### src/rtl/alu_pkg.sv
// alu_pkg: definitions shared by the shared-ALU arbiter slice.
//   - ALU opcode encodings. Opcodes above ALU_OP_XOR are illegal and produce 0.
//   - FSM state encoding for alu_arbiter.
//   - alu_op_illegal(): flags opcodes 101..111.
package alu_pkg;

    localparam logic [2:0] ALU_OP_ADD = 3'b000;
    localparam logic [2:0] ALU_OP_SUB = 3'b001;
    localparam logic [2:0] ALU_OP_AND = 3'b010;
    localparam logic [2:0] ALU_OP_OR  = 3'b011;
    localparam logic [2:0] ALU_OP_XOR = 3'b100;

    typedef enum logic [1:0] {
        ALU_ARB_IDLE = 2'd0,
        ALU_ARB_EXEC = 2'd1,
        ALU_ARB_RESP = 2'd2
    } alu_arb_state_e;

    function automatic logic alu_op_illegal(input logic [2:0] op);
        return op > ALU_OP_XOR;
    endfunction

endpackage

### src/rtl/alu_arbiter_if.sv
// alu_arbiter_if: request/response bundle between NREQ requesters and the
// shared ALU arbiter.
//   req_valid/req_ready  per-requester handshake (ready is one-hot or zero)
//   req_a/req_b          packed operands, requester i at [i*WIDTH +: WIDTH]
//   req_op               packed opcodes, requester i at [i*3 +: 3]
//   rsp_*                registered response channel, valid/ready handshake
//   rsp_err              only present when ALU_ARB_ERR_EN is defined
// Modports: master = requester/consumer side, slave = arbiter side.
interface alu_arbiter_if #(
    parameter int WIDTH = 8,
    parameter int NREQ  = 4
);
    localparam int IDW = $clog2(NREQ);

    logic [NREQ-1:0]       req_valid;
    logic [NREQ-1:0]       req_ready;
    logic [NREQ*WIDTH-1:0] req_a;
    logic [NREQ*WIDTH-1:0] req_b;
    logic [NREQ*3-1:0]     req_op;
    logic                  rsp_valid;
    logic                  rsp_ready;
    logic [IDW-1:0]        rsp_id;
    logic [WIDTH-1:0]      rsp_result;
    logic                  rsp_zero;
`ifdef ALU_ARB_ERR_EN
    logic                  rsp_err;
`endif

    modport master (
        output req_valid, req_a, req_b, req_op, rsp_ready,
        input  req_ready, rsp_valid, rsp_id, rsp_result, rsp_zero
`ifdef ALU_ARB_ERR_EN
        , input rsp_err
`endif
    );

    modport slave (
        input  req_valid, req_a, req_b, req_op, rsp_ready,
        output req_ready, rsp_valid, rsp_id, rsp_result, rsp_zero
`ifdef ALU_ARB_ERR_EN
        , output rsp_err
`endif
    );

endinterface

### src/rtl/alu.sv
// alu: combinational ALU shared by the arbiter.
//   a, b    WIDTH-bit operands
//   op      opcode (alu_pkg ALU_OP_*); 101..111 give result 0
//   result  modulo-2^WIDTH result, carry/borrow dropped
//   zero    result == 0
module alu
    import alu_pkg::*;
#(
    parameter int WIDTH = 8
) (
    input  logic [WIDTH-1:0] a,
    input  logic [WIDTH-1:0] b,
    input  logic [2:0]       op,
    output logic [WIDTH-1:0] result,
    output logic             zero
);

    always_comb begin
        result = '0;
        case (op)
            ALU_OP_ADD: result = a + b;
            ALU_OP_SUB: result = a - b;
            ALU_OP_AND: result = a & b;
            ALU_OP_OR:  result = a | b;
            ALU_OP_XOR: result = a ^ b;
            default:    result = '0;
        endcase
        zero = (result == '0);
    end

endmodule

### src/rtl/alu_rr_arb.sv
// alu_rr_arb: combinational round-robin picker.
//   req        request vector
//   last       index granted most recently; search starts at last+1 (wraps)
//   grant_oh   one-hot grant, zero when nothing requests
//   grant_idx  binary index of the grant
//   any        at least one request present
module alu_rr_arb #(
    parameter int NREQ = 4,
    parameter int IDW  = $clog2(NREQ)
) (
    input  logic [NREQ-1:0] req,
    input  logic [IDW-1:0]  last,
    output logic [NREQ-1:0] grant_oh,
    output logic [IDW-1:0]  grant_idx,
    output logic            any
);

    logic [IDW-1:0] cand;

    always_comb begin
        grant_oh  = '0;
        grant_idx = '0;
        any       = 1'b0;
        cand      = '0;
        // Offsets 1..NREQ visit every index once, ending on last itself,
        // so the most recent winner has the lowest priority.
        for (int k = 1; k <= NREQ; k++) begin
            cand = IDW'((int'(last) + k) % NREQ);
            if (!any && req[cand]) begin
                any            = 1'b1;
                grant_idx      = cand;
                grant_oh[cand] = 1'b1;
            end
        end
    end

endmodule

### src/rtl/alu_arbiter.sv
// alu_arbiter: shares one alu between NREQ requesters.
//   clk   rising-edge clock
//   rst   asynchronous active-high reset
//   bus   alu_arbiter_if.slave (request handshakes in, tagged response out)
// Flow: IDLE grants one requester (round robin) and latches its operands,
// EXEC runs the alu and registers the response, RESP holds it until taken.
// One operation per 3 cycles at best; response valid 2 cycles after accept.
// Optional: define ALU_ARB_ERR_EN to add rsp_err (illegal opcode flag).
module alu_arbiter
    import alu_pkg::*;
#(
    parameter int WIDTH = 8,
    parameter int NREQ  = 4
) (
    input logic         clk,
    input logic         rst,
    alu_arbiter_if.slave bus
);

    localparam int IDW = $clog2(NREQ);

    alu_arb_state_e   state_q, state_d;
    logic [IDW-1:0]   last_q, last_d;
    logic [WIDTH-1:0] opa_q, opa_d;
    logic [WIDTH-1:0] opb_q, opb_d;
    logic [2:0]       op_q, op_d;
    logic [IDW-1:0]   gidx_q, gidx_d;
    logic [WIDTH-1:0] result_q, result_d;
    logic             zero_q, zero_d;
    logic [IDW-1:0]   id_q, id_d;
`ifdef ALU_ARB_ERR_EN
    logic             err_q, err_d;
`endif

    logic [NREQ-1:0]  grant_oh;
    logic [IDW-1:0]   grant_idx;
    logic             grant_any;
    logic [WIDTH-1:0] alu_result;
    logic             alu_zero;

    alu_rr_arb #(
        .NREQ (NREQ),
        .IDW  (IDW)
    ) u_rr_arb (
        .req       (bus.req_valid),
        .last      (last_q),
        .grant_oh  (grant_oh),
        .grant_idx (grant_idx),
        .any       (grant_any)
    );

    alu #(
        .WIDTH (WIDTH)
    ) u_alu (
        .a      (opa_q),
        .b      (opb_q),
        .op     (op_q),
        .result (alu_result),
        .zero   (alu_zero)
    );

    always_comb begin
        state_d  = state_q;
        last_d   = last_q;
        opa_d    = opa_q;
        opb_d    = opb_q;
        op_d     = op_q;
        gidx_d   = gidx_q;
        result_d = result_q;
        zero_d   = zero_q;
        id_d     = id_q;
`ifdef ALU_ARB_ERR_EN
        err_d    = err_q;
`endif
        case (state_q)
            ALU_ARB_IDLE: begin
                if (grant_any) begin
                    opa_d   = bus.req_a[grant_idx*WIDTH +: WIDTH];
                    opb_d   = bus.req_b[grant_idx*WIDTH +: WIDTH];
                    op_d    = bus.req_op[grant_idx*3 +: 3];
                    gidx_d  = grant_idx;
                    state_d = ALU_ARB_EXEC;
                end
            end
            ALU_ARB_EXEC: begin
                result_d = alu_result;
                zero_d   = alu_zero;
                id_d     = gidx_q;
`ifdef ALU_ARB_ERR_EN
                err_d    = alu_op_illegal(op_q);
`endif
                state_d  = ALU_ARB_RESP;
            end
            ALU_ARB_RESP: begin
                // Priority only advances once the response is consumed.
                if (bus.rsp_ready) begin
                    last_d  = gidx_q;
                    state_d = ALU_ARB_IDLE;
                end
            end
            default: state_d = ALU_ARB_IDLE;
        endcase
    end

    always_ff @(posedge clk or posedge rst) begin
        if (rst) begin
            state_q  <= ALU_ARB_IDLE;
            last_q   <= IDW'(NREQ - 1);
            opa_q    <= '0;
            opb_q    <= '0;
            op_q     <= '0;
            gidx_q   <= '0;
            result_q <= '0;
            zero_q   <= 1'b0;
            id_q     <= '0;
`ifdef ALU_ARB_ERR_EN
            err_q    <= 1'b0;
`endif
        end else begin
            state_q  <= state_d;
            last_q   <= last_d;
            opa_q    <= opa_d;
            opb_q    <= opb_d;
            op_q     <= op_d;
            gidx_q   <= gidx_d;
            result_q <= result_d;
            zero_q   <= zero_d;
            id_q     <= id_d;
`ifdef ALU_ARB_ERR_EN
            err_q    <= err_d;
`endif
        end
    end

    // The grant is combinational so the handshake completes in the IDLE cycle;
    // rst gates it so nothing is accepted while reset is held.
    assign bus.req_ready  = (state_q == ALU_ARB_IDLE && !rst) ? grant_oh : '0;
    assign bus.rsp_valid  = (state_q == ALU_ARB_RESP);
    assign bus.rsp_id     = id_q;
    assign bus.rsp_result = result_q;
    assign bus.rsp_zero   = zero_q;
`ifdef ALU_ARB_ERR_EN
    assign bus.rsp_err    = err_q;
`endif

endmodule

### src/flat_wrapper.sv
// flat-port wrapper written by rule: the top's interface ports become plain ports
module alu_arbiter_flat import alu_pkg::*;
#(
    parameter int WIDTH = 8,
    parameter int NREQ  = 4
)
  (clk, rst, bus_req_valid, bus_req_a, bus_req_b, bus_req_op, bus_rsp_ready, bus_req_ready, bus_rsp_valid, bus_rsp_id, bus_rsp_result, bus_rsp_zero);
  alu_arbiter_if #(.WIDTH(WIDTH), .NREQ(NREQ)) bus_i ();
  input logic clk;
  input logic rst;
  input wire logic [$bits(bus_i.req_valid)-1:0] bus_req_valid;
  input wire logic [$bits(bus_i.req_a)-1:0] bus_req_a;
  input wire logic [$bits(bus_i.req_b)-1:0] bus_req_b;
  input wire logic [$bits(bus_i.req_op)-1:0] bus_req_op;
  input wire logic [$bits(bus_i.rsp_ready)-1:0] bus_rsp_ready;
  output wire logic [$bits(bus_i.req_ready)-1:0] bus_req_ready;
  output wire logic [$bits(bus_i.rsp_valid)-1:0] bus_rsp_valid;
  output wire logic [$bits(bus_i.rsp_id)-1:0] bus_rsp_id;
  output wire logic [$bits(bus_i.rsp_result)-1:0] bus_rsp_result;
  output wire logic [$bits(bus_i.rsp_zero)-1:0] bus_rsp_zero;
  assign bus_i.req_valid = bus_req_valid;
  assign bus_i.req_a = bus_req_a;
  assign bus_i.req_b = bus_req_b;
  assign bus_i.req_op = bus_req_op;
  assign bus_i.rsp_ready = bus_rsp_ready;
  assign bus_req_ready = bus_i.req_ready;
  assign bus_rsp_valid = bus_i.rsp_valid;
  assign bus_rsp_id = bus_i.rsp_id;
  assign bus_rsp_result = bus_i.rsp_result;
  assign bus_rsp_zero = bus_i.rsp_zero;
  alu_arbiter #(.WIDTH(WIDTH), .NREQ(NREQ)) u_core (.clk(clk), .rst(rst), .bus(bus_i));
endmodule
### config.mk
export PLATFORM = sky130hd
export DESIGN_NAME = alu_arbiter_flat
export DESIGN_NICKNAME = d
export VERILOG_FILES = /design/src/rtl/alu_pkg.sv /design/src/rtl/alu_arbiter_if.sv /design/src/rtl/alu.sv /design/src/rtl/alu_rr_arb.sv /design/src/rtl/alu_arbiter.sv /design/src/flat_wrapper.sv
export SDC_FILE = /design/constraint.sdc
export NUM_CORES = 1
export LEC_CHECK = 0
export CAP_MARGIN = 20
export CORE_UTILIZATION = 45
export CTS_CLUSTER_SIZE = 25
export DETAILED_ROUTE_END_ITERATION = 6
export PLACE_DENSITY_LB_ADDON = 0.3
export SYNTH_ARGS = -nofsm -noshare
export SYNTH_HDL_FRONTEND = slang
export SYNTH_SLANG_ARGS = --single-unit
### constraint.sdc
create_clock -name clk -period 3.1 [get_ports clk]
set_input_delay 0.31 -clock clk [delete_from_list [all_inputs] [get_ports clk]]
set_output_delay 0.31 -clock clk [all_outputs]
set_load 0.02 [all_outputs]
**Yosys cells after proc, flatten, opt, wreduce, memory -nomap -nowiden**

Cells that the tools add are included.

- Flip-flop bits (word level): 36
- Output and inout bits: 16
- Word-level logic and storage cells: 92
- Bits of input ports: 83

- Eq/ne operators: 8
- Reductions and logical operators: 18
- Muxes and demuxes: 33
- Add/sub/neg operators: 6
- Shift-type cells: 3
- Magnitude comparators: 8
- $mul: 1
- Bitwise logic cells: 6

Operator list:

| operator | number |
|---|---|
| 32-bit by 6-bit indexed part select with 8-bit output | 2 |
| 8-bit one-hot mux with 5 select lines | 1 |
| 4-bit 2-to-1 mux | 5 |
| 2-bit by 3-bit less-than comparator with 1-bit output (second input constant) | 4 |
| 1-bit 2-to-1 mux | 12 |
| 2-bit 2-to-1 mux | 6 |
| 4-bit OR | 3 |
| 12-bit by 5-bit indexed part select with 3-bit output | 1 |
| 8-bit adder | 1 |
| 8-bit AND | 1 |
| 1-bit binary-select mux with 2-bit select | 4 |
| 1-bit demux with 2-bit select | 4 |
| 2-bit by 1-bit greater-or-equal comparator with 1-bit output (second input constant) | 4 |
| 1-bit logical AND | 8 |
| 8-bit zero test | 1 |
| 8-bit OR | 1 |
| 8-bit subtractor | 1 |
| 8-bit XOR | 1 |
| 3-bit by 2-bit == test with 1-bit output (second input constant) | 2 |
| 2-bit one-hot mux with 3 select lines | 1 |
| 2-bit AND reduction | 3 |
| 2-bit by 1-bit adder with 2-bit output (second input constant) | 2 |
| 2-bit adder (second input constant) | 2 |
| 1-bit zero test | 4 |
| other kinds (9) | 9 |

**Longest topological paths before layout**

- Depth in word-level cells: 15
- Mapped depth: 11
- Depth with buffers taken out: 11

**Modules after synthesis**

Synthesis repeated with hierarchy kept, for this count alone.

- Cell total of the unflattened synthesis: 330
- Area, all modules: 3,562.2 um^2

Modules (own cells, without submodules):

| module | cells each | instances | area each (um^2) | sequential area each (um^2) |
|---|---|---|---|---|
| alu_arbiter | 108 | 1 | 1,916.8 | 903.4 |
| alu | 136 | 1 | 1,016.0 | 0.0 |
| alu_rr_arb | 86 | 1 | 629.4 | 0.0 |

**Worst setup path before layout**

OpenSTA, ideal clock, no wires.

- Path type: register to register
- From: reg u_core.op_q[2]
- To: reg u_core.zero_q (netlist: u_core.bus.rsp_zero)
- Stages on the path, launching flop included: 12
- Path slack: 318 ps
- Data arrival time: 2,654 ps
- Path buffers: 1
- Setup time: 128 ps
- Data required time: 2,972 ps
- Period minus slack after synthesis: 2,782 ps
- Cell sequence: dfrtp_1 buf_2 nor3b_2 nor2_1 xnor2_1 ha_1 and2_1 a221oi_1 a211oi_1 or3_1 a21oi_1 o41ai_1

- Longest elaborated chain between the ends: 3
- Elaborated cells between the ends (all ways): 7
- Those cells by class: 4 x eq/ne; 1 x mux; 2 x reduce/logical

Ends and longest elaborated chain:

| what | RTL line | RTL |
|---|---|---|
| start: declaration | alu_arbiter.sv:26 | `logic [2:0] op_q, op_d;` |
| start signal: assignment | alu_arbiter.sv:124 | `op_q <= op_d;` |
| 3-bit == test (tied with other cells) | alu.sv:20 | `case (op)` |
| 8-bit one-hot mux with 5 select lines (*) | alu.sv:20 |  |
| 8-bit zero test (*) | alu.sv:28 | `zero = (result == '0);` |
| end signal: assignment | alu_arbiter.sv:127 | `zero_q <= zero_d;` |
| end: declaration | alu_arbiter.sv:29 | `logic zero_q, zero_d;` |

Mark *: on every way between the ends. The rest lies on a longest branch, timed or not.
A chain may end at the register's enable or synchronous reset.

**Final worst setup path**

- From: reg u_core.last_q[0]
- To: out bus_req_ready[2]

- Longest elaborated chain between the ends: 14
- Elaborated cells between the ends (all ways): 49
- Those cells by class: 4 x add/sub; 8 x order compare; 24 x mux; 3 x bitwise; 10 x reduce/logical

Ends and longest elaborated chain:

| what | RTL line | RTL |
|---|---|---|
| start: declaration | alu_arbiter.sv:23 | `logic [IDW-1:0] last_q, last_d;` |
| start signal: assignment | alu_arbiter.sv:108 | `last_q <= IDW'(NREQ - 1);` |
| start signal: assignment | alu_arbiter.sv:121 | `last_q <= last_d;` |
| parallel branches: the longest is 12 deep, another holds 2-bit by 3-bit less-than comparator with 1-bit output | n/a |  |
| 4-bit 2-to-1 mux (*) | alu_rr_arb.sv:29 | `if (!any && req[cand]) begin` |
| 4-bit 2-to-1 mux (*) | alu_arbiter.sv:137 | `assign bus.req_ready = (state_q == ALU_ARB_IDLE && !rst) ? grant_oh : '0;` |
| end: declaration | flat_wrapper.sv:16 | `output wire logic [$bits(bus_i.req_ready)-1:0] bus_req_ready;` |

Every way passes the cells marked *. The select of a mux whose other input is x is not followed.

==> metrics.yaml <==
clock_tree:
  hold_buffers: 0
  htreeDepth: 2
  clockBufferDepth: 2
  clock_sinks: 36
  cts_buffers: 5
  clk_latency_ns: 0.29
  cts_root_buf: "clkbuf_8"
  clk_pin_slew_ns: 0.07
  post-cts-setup-buffer-count: 0
  cts_tree: "done"
floorplanning:
  fp-row-count: 30
  die_x_microns: 87.03
  pin_count: 99
  coreArea_sq_um: 6907
  die_y_microns: 87.03
  dieArea_sq_um: 7573
  start_util: 0.4710
routing:
  detail_route.iter0.violations: 148
  dr_total_vias: 3045
  drc: 0
  routedWlPerCell_microns: 13.93
  detail-route-antenna-nets: 0
  avgViaCountPerCell: 5.438
  firstDrtPassIters: 5
  drt_wl_total_mm: 7.799
timing:
  fmax_mhz: 344.2
  slew-limit-headroom: 0.5611
  tightest_slew_ns: 0.6568
  holdWs_ns: 0.4481
  finalHoldViolCount: 0
  post-route-period-util: 0.9372
  finalCriticalPeriod_ns: 2.905
  rsz0062_at_grt: "yes"
  final.setup.worst_slack_ns: 0.1947
  fin_skew_ns: 0.003548
  setup_viol: 0
  maxSlewViolCount: 0
place:
  dp_cells: 552
  pre_cts_ws_ns: 0.1296
  place_area_sq_um: 4337
  dp_hpwl_mm: 6.241
  gp_congestion: 0.8837
  port_buffers: 98
grt:
  use_met2: 0.3944
  globalRouteMet1Util: 0.2903
  overflow: 0
  grt-busiest-layer: "met2"
  track_usage: 0.2261
  grt_pass1_wl_mm: 13.66
  grt_max_degree: 37
  antenna_found_initial: 0
  grt_util_met3: 0.04360
  first_global_vias: 2978
worst_setup_path:
  path_cells: "inv_1, ha_2, nor2_1, a21oi_2, nor2_2, a222oi_1, a21oi_1, dlygate4sd2_1"
  end_kind: "output port"
  crit_slowest_cell: "dfstp_2"
  cp_top_family: "compound AO/OA/AOI/OAI gates"
  crit_buf_inv: 2
  path_class: "reg2out"
  arrival_ns: 2.60
  max_stage_delay_ns: 0.63
  crit_required_ns: 2.79
  start_kind: "flip-flop"
  cp_max_fo: 8
layout:
  seq_area_sq_um: 903.4
  final_area_sq_um: 4473
  layout-drive-gt1-share: 0.08836
  syn_to_final_growth_pct: 37.50
  num-nets-final: 577
  diodes: 0
  final_cells: 560
  multi_input_area_sq_um: 2110
  num-fill-cells: 597
pwr:
  p_sw_mw: 2.301
  power_per_cell_area_nw_per_um2: 1089
  leakagePower_nw: 2.023
  pwr-share-seq: 0.197
  clkPwrFrac: 0.083
  p_int_mw: 2.572
  p_sw_frac: 0.4721
  max-vdd-ir-drop_mv: 0.4339
  combPwrFrac: 0.721
yosys:
  synthCells: 363
  synth.avg_cell_area_sq_um: 8.962
  synth_seq_area_share: 0.2777
  synth_seq_cells: 36
  ys_types: 57
  synth_ff_type: "dfrtp_1"
  ys.warnings.count: 0
  async_reset_ff_frac: 1.000
  syn_area_sq_um: 3253
  synth_edf_count: 0
  synth_nets: 477
job:
  cap_violations: 0
hold_path:
  hold_class: "in2async"
status:
  outcome: "complete, no violations"
-- Yosys cell counts (4+ instances only) --
| library cell | number | area [sq um] |
|---|---|---|
| a211oi_1 | 4 | 30.03 |
| o221ai_1 | 19 | 166.4 |
| buf_4 | 5 | 37.54 |
| dfrtp_1 | 34 | 850.8 |
| mux2i_1 | 39 | 390.4 |
| a22oi_1 | 6 | 45.04 |
| o22ai_1 | 4 | 25.02 |
| nor3_1 | 6 | 30.03 |
| nand2b_1 | 4 | 25.02 |
| ha_1 | 30 | 375.4 |
| nor2b_1 | 7 | 43.79 |
| inv_1 | 30 | 112.6 |
| a222oi_1 | 4 | 40.04 |
| buf_2 | 5 | 25.02 |
| a21oi_1 | 12 | 60.06 |
| o21ai_0 | 15 | 75.07 |
| nand2_1 | 49 | 183.9 |
| clkbuf_1 | 7 | 26.28 |
| xnor2_1 | 8 | 70.07 |
| nand4_1 | 4 | 25.02 |
| nor2_1 | 18 | 67.56 |
| mux2_2 | 4 | 45.04 |
-- final timing paths --
check                                              start                        to  slack [ns]  cells after the start
worst max register to register           u_core.opb_q[0]       u_core.bus.rsp_zero        0.29                     11
worst max-delay path                    u_core.last_q[0]          bus_req_ready[2]        0.19                      8
min in group clk                u_core.bus.rsp_result[2]  u_core.bus.rsp_result[2]        0.48                      2
worst min-delay path                                 rst         u_core.state_q[1]        0.45                      3
worst min register to register  u_core.bus.rsp_result[2]  u_core.bus.rsp_result[2]        0.48                      2
max in group asynchronous                            rst          u_core.last_q[1]        2.32                      3
-- layout by cell type, fill, tap and decap left out, types with 6 or more instances in the layout --
cell type        instances
dfrtp_1                 34
a22oi_1                  6
clkdlybuf4s50_1         94
nor2_1                  17
o21ai_0                 15
xnor2_1                  8
nor2b_1                  7
ha_1                    28
inv_1                   30
a21oi_1                 11
mux2i_1                 39
buf_4                   15
o221ai_1                19
nand2_1                 49
-- area by class of cell --
cell class	instances	area share
multi-input cells	276	0.4716
repair buffers	114	0.2503
flip-flops and latches	36	0.2020
well taps	96	0.02685
inverters	30	0.02517
clock buffers	6	0.01622
clock inverters	2	0.007832
-- layer usage --
layer / wire, microns / vias up / share of wire
met3: 452 / 8 / 0.058
li1: - / 1538 / -
met5: 0 / - / 0
met1: 3478 / 1382 / 0.45
met2: 3796 / 117 / 0.49
met4: 72 / 0 / 0.0092
-- state kept, by name (all words and copies together), names as in the netlist --
name                   count
u_core.bus.rsp_result      8
u_core.opa_q               8
u_core.opb_q               8
u_core.op_q                3
u_core.bus.rsp_id          2
u_core.gidx_q              2
u_core.last_q              2
u_core.state_q             2
u_core.bus.rsp_zero        1
-- kinds of logic after synthesis --
| logic type | Yosys count | synth area share |
|---|---|---|
| xor+xnor | 9 | 0.02423 |
| buf+inv | 51 | 0.08116 |
| simple gates | 101 | 0.1473 |
| mux | 45 | 0.1442 |
| fa+ha+maj | 31 | 0.1215 |
| compound gates | 90 | 0.2039 |
| flops | 36 | 0.2777 |
-- what timing repair did --
action	in CTS	in global routing
setup endpoints to repair	4	5
endpoints found under the hold margin	0	0
pin swaps	0	3
gates resized for setup	4	7
-- power groups by stage --
stage / clock [mW] / sequential, mW / combinational (mW)
finish: 0.402 / 0.959 / 3.51
global route: 0.433 / 0.998 / 3.94
CTS: 0.412 / 0.965 / 3.45
detailed placement: 0 / 0.973 / 3.41
global placement: 0 / 0.960 / 3.32
floorplan: 0 / 0.972 / 2.58
-- tightest hold or removal path: stages --
cell and delay, ns:
clkdlybuf4s50_1 0.41, inv_1 0.06, buf_4 0.39
-- stage by stage --
stage	TNS (ns)	power, mW	utilization
after floorplan	0	3.547	-
after global placement	0	4.284	0.6279
after detailed placement	0	4.383	0.6279
after CTS	0	4.830	0.6446
after global routing	-0.01724	5.367	0.6476
final	0	4.873	0.6476
Power figures use the tool's default switching activity.
